$ cat src/rtl/imem_boot_arbiter_pkg.sv
// Shared types and constants for the boot-time instruction-memory arbiter.
package imem_boot_arbiter_pkg;

  localparam int unsigned IMEM_DEPTH_WORDS = 16384;
  localparam int unsigned WORD_BYTES       = 4;
  localparam int unsigned LANE_W           = $clog2(WORD_BYTES);

  typedef enum logic [1:0] {
    ST_LOAD  = 2'd0,
    ST_WRITE = 2'd1,
    ST_RUN   = 2'd2
  } boot_state_e;

  // Word-pointer width; a single-word image still needs one bit.
  function automatic int unsigned ptr_width(input int unsigned words);
    return (words > 1) ? $clog2(words) : 1;
  endfunction

endpackage

$ cat src/rtl/imem_byte_packer.sv
// Packs accepted loader bytes little-endian into a 32-bit word; cleared lanes
// stay zero, so a partial word is implicitly zero-padded when flushed.
module imem_byte_packer
  import imem_boot_arbiter_pkg::*;
(
  input  logic              clk,
  input  logic              rst_n,
  input  logic              accept_i,
  input  logic [7:0]        byte_i,
  input  logic              clear_i,
  output logic [LANE_W-1:0] byte_cnt_o,
  output logic              word_ready_c,
  output logic [31:0]       word_o
);

  logic [LANE_W-1:0] cnt_q;
  logic [LANE_W-1:0] cnt_d;
  logic [31:0]       shift_q;
  logic [31:0]       shift_d;

  always_comb begin
    cnt_d   = cnt_q;
    shift_d = shift_q;
    if (clear_i) begin
      cnt_d   = '0;
      shift_d = '0;
    end else if (accept_i) begin
      shift_d[{cnt_q, 3'b000} +: 8] = byte_i;
      cnt_d                         = cnt_q + LANE_W'(1);
    end
  end

  always_ff @(posedge clk) begin
    if (!rst_n) begin
      cnt_q   <= '0;
      shift_q <= '0;
    end else begin
      cnt_q   <= cnt_d;
      shift_q <= shift_d;
    end
  end

  assign byte_cnt_o   = cnt_q;
  assign word_ready_c = accept_i && (cnt_q == LANE_W'(WORD_BYTES - 1));
  assign word_o       = shift_q;

endmodule

$ cat src/rtl/imem_boot_arbiter.sv
// Shares the instruction SPRAM port between the byte-serial boot loader and
// CPU fetch. Optional macro IMEM_BOOT_CHECKSUM_EN adds the boot_csum output.
module imem_boot_arbiter
  import imem_boot_arbiter_pkg::*;
#(
  parameter int unsigned LOAD_WORDS   = 4096,
  parameter logic [31:0] RESET_VECTOR = 32'h0000_0000
) (
  input  logic        clk,
  input  logic        rst_n,
  input  logic        ld_valid,
  input  logic [7:0]  ld_byte,
  output logic        ld_ready,
  input  logic        ld_done,
  input  logic        fetch_req,
  input  logic [31:0] fetch_addr,
  output logic        fetch_valid,
  output logic [31:0] fetch_data,
  output logic        cpu_stall,
  output logic        boot_done,
  output logic [31:0] mem_addr,
  output logic        mem_wr_en,
  output logic [31:0] mem_data_in,
  input  logic [31:0] mem_data_out
`ifdef IMEM_BOOT_CHECKSUM_EN
  ,
  output logic [31:0] boot_csum
`endif
);

  localparam int unsigned      PTR_W    = ptr_width(LOAD_WORDS);
  localparam logic [PTR_W-1:0] LAST_PTR = PTR_W'(LOAD_WORDS - 1);

  if (LOAD_WORDS < 1 || LOAD_WORDS > IMEM_DEPTH_WORDS) begin : g_bad_load_words
    $error("imem_boot_arbiter: LOAD_WORDS out of range");
  end
  if (RESET_VECTOR[1:0] != 2'b00) begin : g_bad_reset_vector
    $error("imem_boot_arbiter: RESET_VECTOR not word aligned");
  end

  boot_state_e       state_q;
  logic [PTR_W-1:0]  word_ptr_q;
  logic              done_q;
  logic              ld_ready_q;
  logic              wr_en_q;
  logic              cpu_stall_q;
  logic              boot_done_q;
  logic              fetch_valid_q;
  logic [31:0]       fetch_hold_q;

  logic              accept;
  logic              word_ready_c;
  logic [LANE_W-1:0] byte_cnt;
  logic [31:0]       packed_word;

  assign accept = ld_valid && ld_ready_q;

  imem_byte_packer u_packer (
    .clk          (clk),
    .rst_n        (rst_n),
    .accept_i     (accept),
    .byte_i       (ld_byte),
    .clear_i      (state_q == ST_WRITE),
    .byte_cnt_o   (byte_cnt),
    .word_ready_c (word_ready_c),
    .word_o       (packed_word)
  );

  // Boot sequencing; ld_done with a partial or completing word is flushed
  // through one last WRITE before handing the port to fetch.
  always_ff @(posedge clk) begin
    if (!rst_n) begin
      state_q       <= ST_LOAD;
      word_ptr_q    <= '0;
      done_q        <= 1'b0;
      ld_ready_q    <= 1'b0;
      wr_en_q       <= 1'b0;
      cpu_stall_q   <= 1'b1;
      boot_done_q   <= 1'b0;
      fetch_valid_q <= 1'b0;
      fetch_hold_q  <= '0;
    end else begin
      wr_en_q       <= 1'b0;
      fetch_valid_q <= 1'b0;
      if (fetch_valid_q) begin
        fetch_hold_q <= mem_data_out;
      end
      unique case (state_q)
        ST_LOAD: begin
          ld_ready_q <= 1'b1;
          if (word_ready_c) begin
            state_q    <= ST_WRITE;
            ld_ready_q <= 1'b0;
            wr_en_q    <= 1'b1;
            done_q     <= ld_done;
          end else if (ld_done) begin
            ld_ready_q <= 1'b0;
            if (byte_cnt == '0 && !accept) begin
              state_q     <= ST_RUN;
              cpu_stall_q <= 1'b0;
              boot_done_q <= 1'b1;
            end else begin
              state_q <= ST_WRITE;
              wr_en_q <= 1'b1;
              done_q  <= 1'b1;
            end
          end
        end
        ST_WRITE: begin
          if (word_ptr_q == LAST_PTR || done_q) begin
            state_q     <= ST_RUN;
            cpu_stall_q <= 1'b0;
            boot_done_q <= 1'b1;
          end else begin
            state_q    <= ST_LOAD;
            word_ptr_q <= word_ptr_q + PTR_W'(1);
            ld_ready_q <= 1'b1;
          end
        end
        ST_RUN: begin
          fetch_valid_q <= fetch_req;
        end
        default: begin
          state_q <= ST_LOAD;
        end
      endcase
    end
  end

  // Address follows fetch combinationally once the CPU owns the memory.
  assign mem_addr    = (state_q == ST_RUN) ? fetch_addr
                                           : RESET_VECTOR + (32'(word_ptr_q) << 2);
  assign mem_wr_en   = wr_en_q;
  assign mem_data_in = packed_word;
  assign ld_ready    = ld_ready_q;
  assign cpu_stall   = cpu_stall_q;
  assign boot_done   = boot_done_q;
  assign fetch_valid = fetch_valid_q;
  assign fetch_data  = fetch_valid_q ? mem_data_out : fetch_hold_q;

`ifdef IMEM_BOOT_CHECKSUM_EN
  logic [31:0] csum_q;

  always_ff @(posedge clk) begin
    if (!rst_n) begin
      csum_q <= '0;
    end else if (wr_en_q) begin
      csum_q <= csum_q + mem_data_in;
    end
  end

  assign boot_csum = csum_q;
`endif

endmodule

$ cat config.mk
export PLATFORM = sky130hd
export DESIGN_NAME = imem_boot_arbiter
export DESIGN_NICKNAME = d
export VERILOG_FILES = /design/src/rtl/imem_boot_arbiter_pkg.sv /design/src/rtl/imem_byte_packer.sv /design/src/rtl/imem_boot_arbiter.sv
export SDC_FILE = /design/constraint.sdc
export NUM_CORES = 1
export LEC_CHECK = 0
export BUFFER_PORTS_ARGS = -buffer_cell sky130_fd_sc_hd__clkbuf_2
export CAP_MARGIN = 15
export CORE_MARGIN = 5
export CORE_UTILIZATION = 42
export DETAILED_ROUTE_END_ITERATION = 8
export PLACE_DENSITY = 0.88
export SETUP_SLACK_MARGIN = 0.1
export SLEW_MARGIN = 20
export SYNTH_ARGS = -nofsm -noshare
export SYNTH_HDL_FRONTEND = slang
export SYNTH_HIERARCHICAL = 1
export SYNTH_SLANG_ARGS = --single-unit
$ cat constraint.sdc
create_clock -name clk -period 2.35 [get_ports clk]
set_input_delay 0.47 -clock clk [delete_from_list [all_inputs] [get_ports clk]]
set_output_delay 0.47 -clock clk [all_outputs]
set_load 0.01 [all_outputs]
Word-level counts from Yosys, hierarchy flattened

Cells that the tools add are included.

Register bits: 86
Logic and storage cells: 75

Add/sub/neg operators: 3
Equal/unequal tests: 11
Shift operators: 2
Mux-type cells: 28
Bitwise operators: 3
Reduce and logical (&&, ||, !) cells: 17

Operator list:

| operator               | number |
|---|---|
| $mux 32                | 2 |
| $bwmux 32              | 1 |
| $shift 8x7->32 const A | 1 |
| $shiftx 8x7->32        | 1 |
| $mux 1                 | 17 |
| $add 12x1->12 const B  | 1 |
| $eq 12x12->1 const B   | 1 |
| $ne 2x2->1 const B     | 5 |
| $reduce_and 2->1       | 5 |
| $mux 2                 | 4 |
| $neg 5->7              | 1 |
| $pmux 1 s2             | 3 |
| $pmux 2 s3             | 1 |
| $reduce_and 5->1       | 1 |
| $eq 2x2->1 const B     | 2 |
| $logic_not 2->1        | 2 |
| $reduce_bool 2->1      | 2 |
| $logic_and 1x1->1      | 3 |
| $ne 3x2->1 const B     | 1 |
| $not 1->1              | 3 |
| $reduce_and 3->1       | 1 |
| $add 2x1->2 const B    | 1 |
| $eq 2x1->1 const B     | 1 |
| $ne 2x1->1 const B     | 1 |
| other kinds (3)        | 3 |

Longest topological paths before layout

Gate-level depths: netlist of the first run.

Depth in word-level cells: 7
Mapped depth: 9

By module

Netlist of the first run, hierarchy kept.

Modules (own cells, without submodules):

| module            | times used | cells an instance | area an instance (um^2) | sequential area each (um^2) |
|---|---|---|---|---|
| imem_boot_arbiter | 1          | 248               | 2454.9                  | 1041.0 |
| imem_byte_packer  | 1          | 148               | 1375.1                  | 680.7 |

Worst setup path before layout of the first run

No wires, ideal clock.

Path type: input to register
Start: input ld_valid
End: register cpu_stall_q (netlist: cpu_stall)
Arrival time: 2189 ps
Path slack: 28 ps
Cell stages on the path: 9
Path buffers: 2
Cells stage by stage: and2_1 buf_6 buf_2 nand2_1 inv_1 a2111oi_0 a21oi_1 a311oi_2 o21ai_0

Elaborated cells between the ends (all ways): 7
Those cells by class: 2 x eq/ne; 5 x reduce/logical

RTL lines:

| what                       | RTL line                 | RTL |
|---|---|---|
| start, declared            | imem_boot_arbiter.sv:11  | `input logic ld_valid,` |
| $logic_and 1x1->1          | imem_boot_arbiter.sv:56  | `assign accept = ld_valid && ld_ready_q;` |
| $logic_and 1x1->1          | imem_byte_packer.sv:44   | `assign word_ready_c = accept_i && (cnt_q == LANE_W'(WORD_BYTES - 1));` |
| named net word_ready_c     | imem_boot_arbiter.sv:52  | `logic word_ready_c;` |
| $ne 2x2->1 (no line)       | n/a                      |  |
| $reduce_and 5->1 (no line) | n/a                      |  |
| end signal, assigned       | imem_boot_arbiter.sv:78  | `cpu_stall_q <= 1'b1;` |
| end signal, assigned       | imem_boot_arbiter.sv:100 | `cpu_stall_q <= 1'b0;` |
| end signal, assigned       | imem_boot_arbiter.sv:112 | `cpu_stall_q <= 1'b0;` |
| end, declared              | imem_boot_arbiter.sv:46  | `logic cpu_stall_q;` |

The timed path passes the listed nets, and every way through them passes these cells.
A chain may end at the register's enable or synchronous reset.

Worst setup path after layout of the first run

Start: register state_q[1]
End: output mem_addr[6]

Word-level cells in the longest chain between the ends: 2

RTL lines:

| what                   | RTL line                 | RTL |
|---|---|---|
| start, declared        | imem_boot_arbiter.sv:41  | `boot_state_e state_q;` |
| start signal, assigned | imem_boot_arbiter.sv:73  | `state_q <= ST_LOAD;` |
| start signal, assigned | imem_boot_arbiter.sv:92  | `state_q <= ST_WRITE;` |
| start signal, assigned | imem_boot_arbiter.sv:99  | `state_q <= ST_RUN;` |
| $eq 2x2->1             | imem_boot_arbiter.sv:131 | `assign mem_addr = (state_q == ST_RUN) ? fetch_addr` |
| $mux 32                | imem_boot_arbiter.sv:131 |  |
| end, declared          | imem_boot_arbiter.sv:21  | `output logic [31:0] mem_addr,` |

No other way between the ends.

==> flow_metrics.tcl, run 1 <==
set metrics [dict create \
    die_y_um 105.5 \
    syn_to_final_growth_pct 29.83 \
    clock-sinks 86 \
    finClkSkew_ns 0.007886 \
    yosysUniqueCellTypes 46 \
    synthArstFlopShare_pct 0 \
    root_buffer "clkbuf_8" \
    fmax_mhz 467.9 \
    holdBufCountCts 0 \
    cts_buffers 9 \
    cts_max_level 3 \
    place_area_mm2 0.004786 \
    gr-usage-all-layers_pct 17.57 \
    period_minus_slack_ns 2.137 \
    top_layer "met4" \
    yosysSeqAreaShare_pct 44.95 \
    met2WireLength_um 4877 \
    gp_congestion 0.8177 \
    maxCapViolations 0 \
    wl_met3_um 862 \
    drive_gt1_share_pct 45.09 \
    via_count 3590 \
    io_pins 178 \
    relSlewSlack_pct 57.65 \
    tns_ns 0 \
    drc_errors 0 \
    ys_seq_elements 86 \
    synth_top_area_share_pct 44.95 \
    dieArea_mm2 0.01113 \
    cp.required_ns 1.88 \
    die_x_um 105.5 \
    outcome "completed" \
    synth_edf_count 0 \
    ys_top_cells_by_area "dfxtp_1 45%, mux2_2 13%, and2_1 9.0%" \
    leakagePower_nw 2.326 \
    critPathArrivalTime_ns 1.67 \
    multi_input_area_mm2 0.001942 \
    n_antenna_cell 0 \
    final_max_slew_viol_count 0 \
    slowest_delay_ns 0.43 \
    worstSkewPairLatency_ns 0.35 \
    dp_hpwl_um 7833 \
    tightest_slew_ns 0.6304 \
    cts_buffer_depth 2 \
    grt_pass1_wl_um 16310 \
    worstPathCellList "nor2b_2, buf_6, mux2_2, clkbuf_2" \
    port-buffer-count 177 \
    grt_pass1_vias 3553 \
    start_kind "register" \
    crit_path_top_delay_cell "dfxtp_2" \
    clkSlewWorstSetupHoldPaths_ns 0.09 \
    syn-cell-area_mm2 0.003830 \
    final_area_mm2 0.004972 \
    core_mm2 0.008806 \
    netlist_instances 396 \
    drt-vias-per-instance 5.295 \
    yosysWarnings 6 \
    ir_drop_v 0.0002994 \
    power_density_mw_per_mm2 596.1 \
    synth_nets 479 \
    met1_length_um 4047 \
    hold_path_class "in2reg" \
    drt_first_pass_iters 4 \
    rsz0062_at_grt "no" \
    ff_latch_area_mm2 0.001723 \
    n_fill_cell 767 \
    crit_path_end_kind "output port" \
    syn_avg_cell_area_um2 9.672 \
    start_util_pct 43.49 \
    grt_overflow 0 \
    hold_violations 0 \
    ant_nets 0 \
    final_nets 648 \
    synth_ff_type "dfxtp_1" \
    worst_hold_slack_ns 0.3478 \
    fin_crit_sh_pct 90.94 \
    wl_per_cell_um 14.74 \
    cts_tree "yes" \
    crit_fanout 25 \
    grt_antenna_before_repair 0 \
    grt_max_degree 47 \
    yosys.area.top_type "dfxtp_1" \
    wl_um 9997 \
    path_class "reg2out" \
    rows 34 \
    finalSetupViolCount 0 \
    post-cts-setup-buffers 0 \
    drt-initial-drc-count 191 \
]
## per-layer routing
| layer | GRT usage (%) | up-vias |
|---|---|---|
| li1 | - | 1760 |
| met1 | 20.89 | 1645 |
| met2 | 30.24 | 170 |
| met3 | 4.156 | 15 |
| met4 | 7.678 | 0 |
| met5 | 0 | - |
## critical path: cells and delay by family (launching register included)
family	cells	cell delay (ns)
buffers and inverters	2	0.34
DFF	1	0.43
muxes	1	0.36
and+or+nand+nor	1	0.18
## area by class of cell
cell class | instances | share of cell area [%]
Sequential cell | 86 | 34.65
Tap cell | 108 | 2.718
Timing Repair Buffer | 186 | 19.25
Multi-Input combinational cell | 273 | 39.05
Clock inverter | 7 | 1.158
Inverter | 9 | 0.6794
Clock buffer | 9 | 2.491
## where the power goes
part	switching, mW	total (mW)	internal [mW]	leakage, nW
Combinational	0.259	0.485	0.226	1.54
Clock	0.561	0.959	0.398	0.0881
Sequential	0.0240	1.52	1.50	0.696
## cells in the mapped netlist, types with 4 or more instances
master,n
dfxtp_1,86
and2_1,55
mux2_2,43
nand2_1,31
a21oi_1,28
nand4_1,18
clkbuf_1,17
nor2_1,13
o21ai_0,10
inv_1,9
a32oi_1,8
a32o_1,7
ha_1,6
and3_1,4
nor2b_1,4
## kinds of logic after synthesis
family | count (synthesis) | synth area share (%)
flops | 86 | 44.95
mux | 43 | 12.64
fa+ha+maj | 6 | 1.960
compound gates | 73 | 13.00
xor+xnor | 1 | 0.2287
simple gates | 150 | 22.77
buf+inv | 37 | 4.443
## timing repair
item / 4_1_cts / 5_1_grt
pin swaps: 0 / 0
setup endpoints to repair: 21 / 20
resized for setup: 1 / 1
## final timing paths
check	depth (start not counted)	slack, ns	end	start
hold reg to reg	2	0.46	u_packer/word_o[7]	u_packer/word_o[7]
setup reg to reg	7	0.28	cpu_stall	u_packer/byte_cnt_o[1]
setup / recovery	4	0.21	mem_addr[6]	state_q[1]
hold / removal	2	0.35	fetch_valid	fetch_req
## flip-flops by register name (all words and copies together) (netlist names)
name	flops
u_packer/word_o	32
u_packer/byte_cnt_o	2
cpu_stall	1
state_q	2
boot_done	1
ld_ready	1
word_ptr_q	12
mem_wr_en	1
fetch_valid	1
fetch_hold_q	32
done_q	1
## stage by stage
step / worst slack, ns / power [mW] / util, % / instances
CTS: 0.1400 / 3.002 / 56.42 / 678
finish: 0.2129 / 2.964 / 56.46 / 678
detailed placement: 0.2519 / 2.040 / 54.35 / 662
global route: 0.1027 / 3.111 / 56.46 / 678
global placement: 0.3658 / 2.020 / 54.35 / 662
floorplan: 0.1268 / 1.834 / - / 396
## cells in the final DEF (no fill, tap or decap), types with 10 or more instances in the layout
cell type | Yosys | layout
nor2_1 | 13 | 13
a21oi_1 | 28 | 28
mux2_2 | 43 | 43
and2_1 | 55 | 55
clkbuf_2 | 1 | 177
nand2_1 | 31 | 31
o21ai_0 | 10 | 10
nand4_1 | 18 | 18
dfxtp_1 | 86 | 85
Power figures use the tool's default switching activity.
==> run 2, diff against run 1 <==
--- a/config.mk
+++ b/config.mk
@@ -10,10 +10,9 @@
 export CORE_MARGIN = 5
 export CORE_UTILIZATION = 42
 export DETAILED_ROUTE_END_ITERATION = 8
-export PLACE_DENSITY = 0.88
+export PLACE_DENSITY = 0.89
 export SETUP_SLACK_MARGIN = 0.1
 export SLEW_MARGIN = 20
 export SYNTH_ARGS = -nofsm -noshare
 export SYNTH_HDL_FRONTEND = slang
-export SYNTH_HIERARCHICAL = 1
 export SYNTH_SLANG_ARGS = --single-unit
==> flow_metrics.tcl, run 2 <==
set metrics [dict create \
    outcome "completed" \
    yosys.area_share.simple_pct 21.45 \
    ys_seq_elements 86 \
    worstSkewPairLatency_ns 0.35 \
    rsz0062_at_grt "yes" \
    ir_drop_v 0.0004159 \
    n_antenna_cell 0 \
    ant_nets 0 \
    synth_nets 453 \
    grt_overflow 0 \
    final_nets 627 \
    leakagePower_nw 2.329 \
    final_cell_mix "177 x clkbuf_2, 85 x dfxtp_1, 52 x and2_1, 38 x mux2_2, 37 x nor2_1" \
    min_from "fetch_req" \
    synthArstFlopShare_pct 0 \
    ys_top_cells_by_area "dfxtp_1 47%, mux2_2 12%, and2_1 8.8%" \
    power_density_mw_per_mm2 622.1 \
    critPathArrivalTime_ns 1.64 \
    syn_avg_cell_area_um2 10.02 \
    syn-cell-area_mm2 0.003699 \
    yosysUniqueCellTypes 41 \
    fmax_mhz 472.9 \
    gp_congestion 0.7707 \
    maxCapViolations 0 \
    cp-startpoint "state_q[1]" \
    synth_top_area_share_pct 46.55 \
    drt-initial-drc-count 104 \
    crit_path_end_kind "output port" \
    yosysWarnings 0 \
    io_pins 178 \
    synth_compound_area_share_pct 12.08 \
    yosysSeqAreaShare_pct 46.55 \
    worst_hold_slack_ns 0.3607 \
    clock-sinks 86 \
    synthAdderAreaFrac_pct 2.368 \
    relSlewSlack_pct 63.90 \
    tightest_slew_ns 0.5374 \
    synth_top_family_by_area "simple AND/OR/NAND/NOR gates" \
    finClkSkew_ns 0.01304 \
    period_minus_slack_ns 2.115 \
    port-buffer-count 177 \
    hold_path_class "in2reg" \
    mostFrequentLayoutCell "clkbuf_2" \
    grt_max_degree 41 \
    tns_ns 0 \
    post-cts-setup-buffers 0 \
    grt_pass1_wl_um 16090 \
    via_count 3354 \
    cts_tree "yes" \
    final_max_slew_viol_count 0 \
    cts_buffer_depth 2 \
    finalSetupViolCount 0 \
    holdBufCountCts 0 \
    dieArea_mm2 0.01078 \
    r2r_start "u_packer.byte_cnt_o[0]" \
    syn_to_final_growth_pct 32.78 \
    drt-vias-per-instance 5.113 \
    fin_crit_sh_pct 89.98 \
    synth_ff_type "dfxtp_1" \
    hold_violations 0 \
    synth_mux_area_share_pct 13.36 \
    core_mm2 0.008636 \
    yosysMostFrequentCell "dfxtp_1" \
    clkSlewWorstSetupHoldPaths_ns 0.09 \
    drt_first_pass_iters 4 \
    final_area_mm2 0.004911 \
    wl_um 9630 \
    cp.required_ns 1.88 \
    netlist_instances 369 \
    grt_antenna_before_repair 0 \
    yosys-top-cells-count "86 x dfxtp_1, 52 x and2_1, 38 x mux2_2, 38 x nor2_1, 32 x a22oi_1" \
    synth_edf_count 0 \
    drc_errors 0 \
    die_y_um 103.8 \
    crit_fanout 34 \
    cts_max_level 3 \
    start_kind "register" \
    cts_buffers 9 \
    final_core_util_pct 56.87 \
    path_class "reg2out" \
    drive_gt1_share_pct 45.44 \
    start_util_pct 42.83 \
    wl_per_cell_um 14.68 \
    root_buffer "clkbuf_8" \
    rows 34 \
    dp_hpwl_um 7449 \
    p_total_mw 3.055 \
    synth_xor_area_share_pct 0.9472 \
    die_x_um 103.8 \
    yosys.area.top_type "dfxtp_1" \
    place_area_mm2 0.004677 \
    gr-usage-all-layers_pct 17.68 \
    grt_pass1_vias 3279 \
]
## run 2: cell types whose count changed in the layout (fill, tap and decap cells not counted), moves of 5 or more
| cell | previous run | this run |
|---|---|---|
| a22oi_1 | 1 | 32 |
| nand4_1 | 18 | 4 |
| a32oi_1 | 8 | 0 |
| mux2_1 | 0 | 5 |
| mux2_2 | 43 | 38 |
| nand3_1 | 3 | 8 |
| nor2_1 | 13 | 37 |
| a21oi_1 | 28 | 11 |
| a32o_1 | 7 | 0 |
| nand2_1 | 31 | 12 |
## run 2: per-layer routing
metal	GRT usage, %	share of wire (%)	vias up
li1	-	-	1643
met1	20.06	40	1571
met3	7.587	10	11
met2	29.64	49	129
met4	6.105	1.4	0
met5	0	0	-
## run 2: final timing paths
check | slack (ns) | depth (start not counted) | to
worst max-delay path | 0.24 | 5 | mem_addr[13]
worst min-delay path | 0.36 | 2 | fetch_valid
worst max register to register | 0.27 | 5 | u_packer.word_o[24]
worst min register to register | 0.49 | 2 | cpu_stall
## run 2: repair_timing
action	in CTS	in global routing
cloned	0	0
gates resized for setup	1	4
endpoints found under the setup margin	11	19
pin swaps	0	0
## run 2: metrics by stage
| stage | instances | setup WS [ns] |
|---|---|---|
| CTS | 656 | 0.1223 |
| global route | 656 | 0.09122 |
| global placement | 640 | 0.3638 |
| detailed placement | 640 | 0.2016 |
| finish | 656 | 0.2354 |
| floorplan | 369 | 0.4917 |
## run 2: area by class of cell
cell class                      instances  area, um2
Clock buffer                           10      137.6
Clock inverter                          6      73.82
Fill cell                             768       3725
Inverter                                8      30.03
Multi-Input combinational cell        255       1868
Sequential cell                        86       1723
Tap cell                              108      135.1
Timing Repair Buffer                  183      943.4
## run 2: power by group
| part | switching, mW | internal, mW | total (mW) |
|---|---|---|---|
| Combinational | 0.236 | 0.216 | 0.452 |
| Sequential | 0.0265 | 1.49 | 1.52 |
| Clock | 0.547 | 0.536 | 1.08 |
| Total | 0.810 | 2.25 | 3.06 |
## run 2: worst max-delay path: stages, from the launching register on
cell      delay [ns]
dfxtp_2         0.37
inv_1           0.09
nor2_2          0.16
buf_12          0.19
mux2_2          0.35
clkbuf_2        0.13
## run 2: cell families after synthesis
logic type,Yosys count
and+or+nand+nor,136
DFF,86
AOI/OAI and AO/OA,64
muxes,44
buffers and inverters,28
adders and majority gates,7
xor gates and xnor gates,4
==> run 3, diff against run 2 <==
--- a/config.mk
+++ b/config.mk
@@ -8,9 +8,9 @@
 export BUFFER_PORTS_ARGS = -buffer_cell sky130_fd_sc_hd__clkbuf_2
 export CAP_MARGIN = 15
 export CORE_MARGIN = 5
-export CORE_UTILIZATION = 42
+export CORE_UTILIZATION = 35
 export DETAILED_ROUTE_END_ITERATION = 8
-export PLACE_DENSITY = 0.89
+export PLACE_DENSITY = 0.78
 export SETUP_SLACK_MARGIN = 0.1
 export SLEW_MARGIN = 20
 export SYNTH_ARGS = -nofsm -noshare
==> flow_metrics.tcl, run 3 (synthesis results as in run 2) <==
set metrics [dict create \
    via_count 3364 \
    tns_ns 0 \
    final_nets 630 \
    cts_buffers 9 \
    wl_um 10280 \
    ant_nets 0 \
    clock-sinks 86 \
    outcome "completed" \
    cts_max_level 3 \
    start_kind "register" \
    hold_path_class "in2reg" \
    die_y_um 112.8 \
    rsz0062_at_grt "no" \
    period_minus_slack_ns 2.139 \
    dp_hpwl_um 7963 \
    stdcell_count 687 \
    path_class "reg2out" \
    crit_fanout 25 \
    final_cell_mix "177 x clkbuf_2, 85 x dfxtp_1, 52 x and2_1, 38 x mux2_2, 37 x nor2_1" \
    wl_per_cell_um 14.97 \
    ir_drop_v 0.0003112 \
    cts_buffer_depth 2 \
    final_max_slew_viol_count 0 \
    drive_gt1_share_pct 45.19 \
    mostFrequentLayoutCell "clkbuf_2" \
    post-cts-setup-buffers 0 \
    gp_congestion 0.8410 \
    fin_crit_sh_pct 91.02 \
    finalSetupViolCount 0 \
    root_buffer "clkbuf_8" \
    drt-vias-per-instance 4.897 \
    fmax_mhz 467.5 \
    grt_antenna_before_repair 0 \
    final_area_mm2 0.004931 \
    cts_tree "yes" \
    drc_errors 0 \
    leakagePower_nw 2.325 \
    relSlewSlack_pct 63.76 \
    final_core_util_pct 47.76 \
    dieArea_mm2 0.01272 \
    n_antenna_cell 0 \
    critical-path-top-delay-family "buffers and inverters" \
    place_ws_ns 0.3371 \
    cp.required_ns 1.88 \
    start_util_pct 35.83 \
    rows 37 \
    worst_hold_slack_ns 0.3657 \
    worstSkewPairLatency_ns 0.35 \
    core_mm2 0.01032 \
    maxCapViolations 0 \
    grt_pass1_wl_um 16480 \
    place_area_mm2 0.004735 \
    port-buffer-count 177 \
    path_buf_inv 3 \
    drt_first_pass_iters 4 \
    grt_max_degree 41 \
    crit_path_top_delay_cell "mux2_2" \
    die_x_um 112.8 \
    setup_ws_ns 0.2110 \
    p_total_mw 2.980 \
    io_pins 178 \
    grt_overflow 0 \
    cts_resized 1 \
    critPathArrivalTime_ns 1.67 \
    gr-usage-all-layers_pct 15.68 \
    slowest_delay_ns 0.38 \
    finClkSkew_ns 0.01293 \
    worstPathCellList "inv_1, nor2_2, buf_12, mux2_2, clkbuf_2" \
    hold_violations 0 \
    tightest_slew_ns 0.5404 \
    holdBufCountCts 0 \
    grt_pass1_vias 3322 \
    clkSlewWorstSetupHoldPaths_ns 0.08 \
    drt-initial-drc-count 191 \
    crit_path_end_kind "output port" \
    power_density_mw_per_mm2 604.4 \
    syn_to_final_growth_pct 33.32 \
    place_inst 671 \
]
==> run 3: cell count changes in the layout (fill, tap and decap cells not counted), moves of 2 or more <==
cell      before  now
buf_4          5    8
clkbuf_1       0    3
inv_6          3    0
clkinv_2       0    2
clkinv_4       2    0
==> run 3: final timing paths <==
path,slack [ns],end,cells past startpoint,from
hold / removal,0.37,fetch_valid,2,fetch_req
hold reg to reg,0.47,cpu_stall,2,cpu_stall
setup / recovery,0.21,mem_addr[2],5,state_q[1]
setup reg to reg,0.32,u_packer.word_o[30],5,u_packer.byte_cnt_o[0]
==> run 3: area by class of cell <==
cell class / instances / area (um2)
clock buffer: 12 / 135.1
inverter: 8 / 30.03
sequential: 86 / 1723
multi-input combinational: 255 / 1859
fill: 981 / 5393
timing repair buffer: 186 / 965.9
clock inverter: 4 / 47.55
tap: 136 / 170.2
==> run 3: worst register-to-register path: stages, from the launching register on <==
cell and delay, ns:
dfxtp_1 0.51, inv_1 0.23, ha_1 0.45, nor4_4 0.52, a22oi_1 0.12, nor2_1 0.12
==> run 3: metal layers <==
layer	up-vias	track usage [%]	share of wire, %
li1	1647	-	-
met3	16	5.134	11
met4	0	5.929	1.8
met1	1554	19.18	42
met2	147	25.67	46
met5	-	0	0
==> run 3: power by group <==
| part | switching (mW) | internal, mW |
|---|---|---|
| registers | 0.0260 | 1.49 |
| clock network | 0.507 | 0.490 |
| logic | 0.244 | 0.219 |
| total | 0.777 | 2.20 |
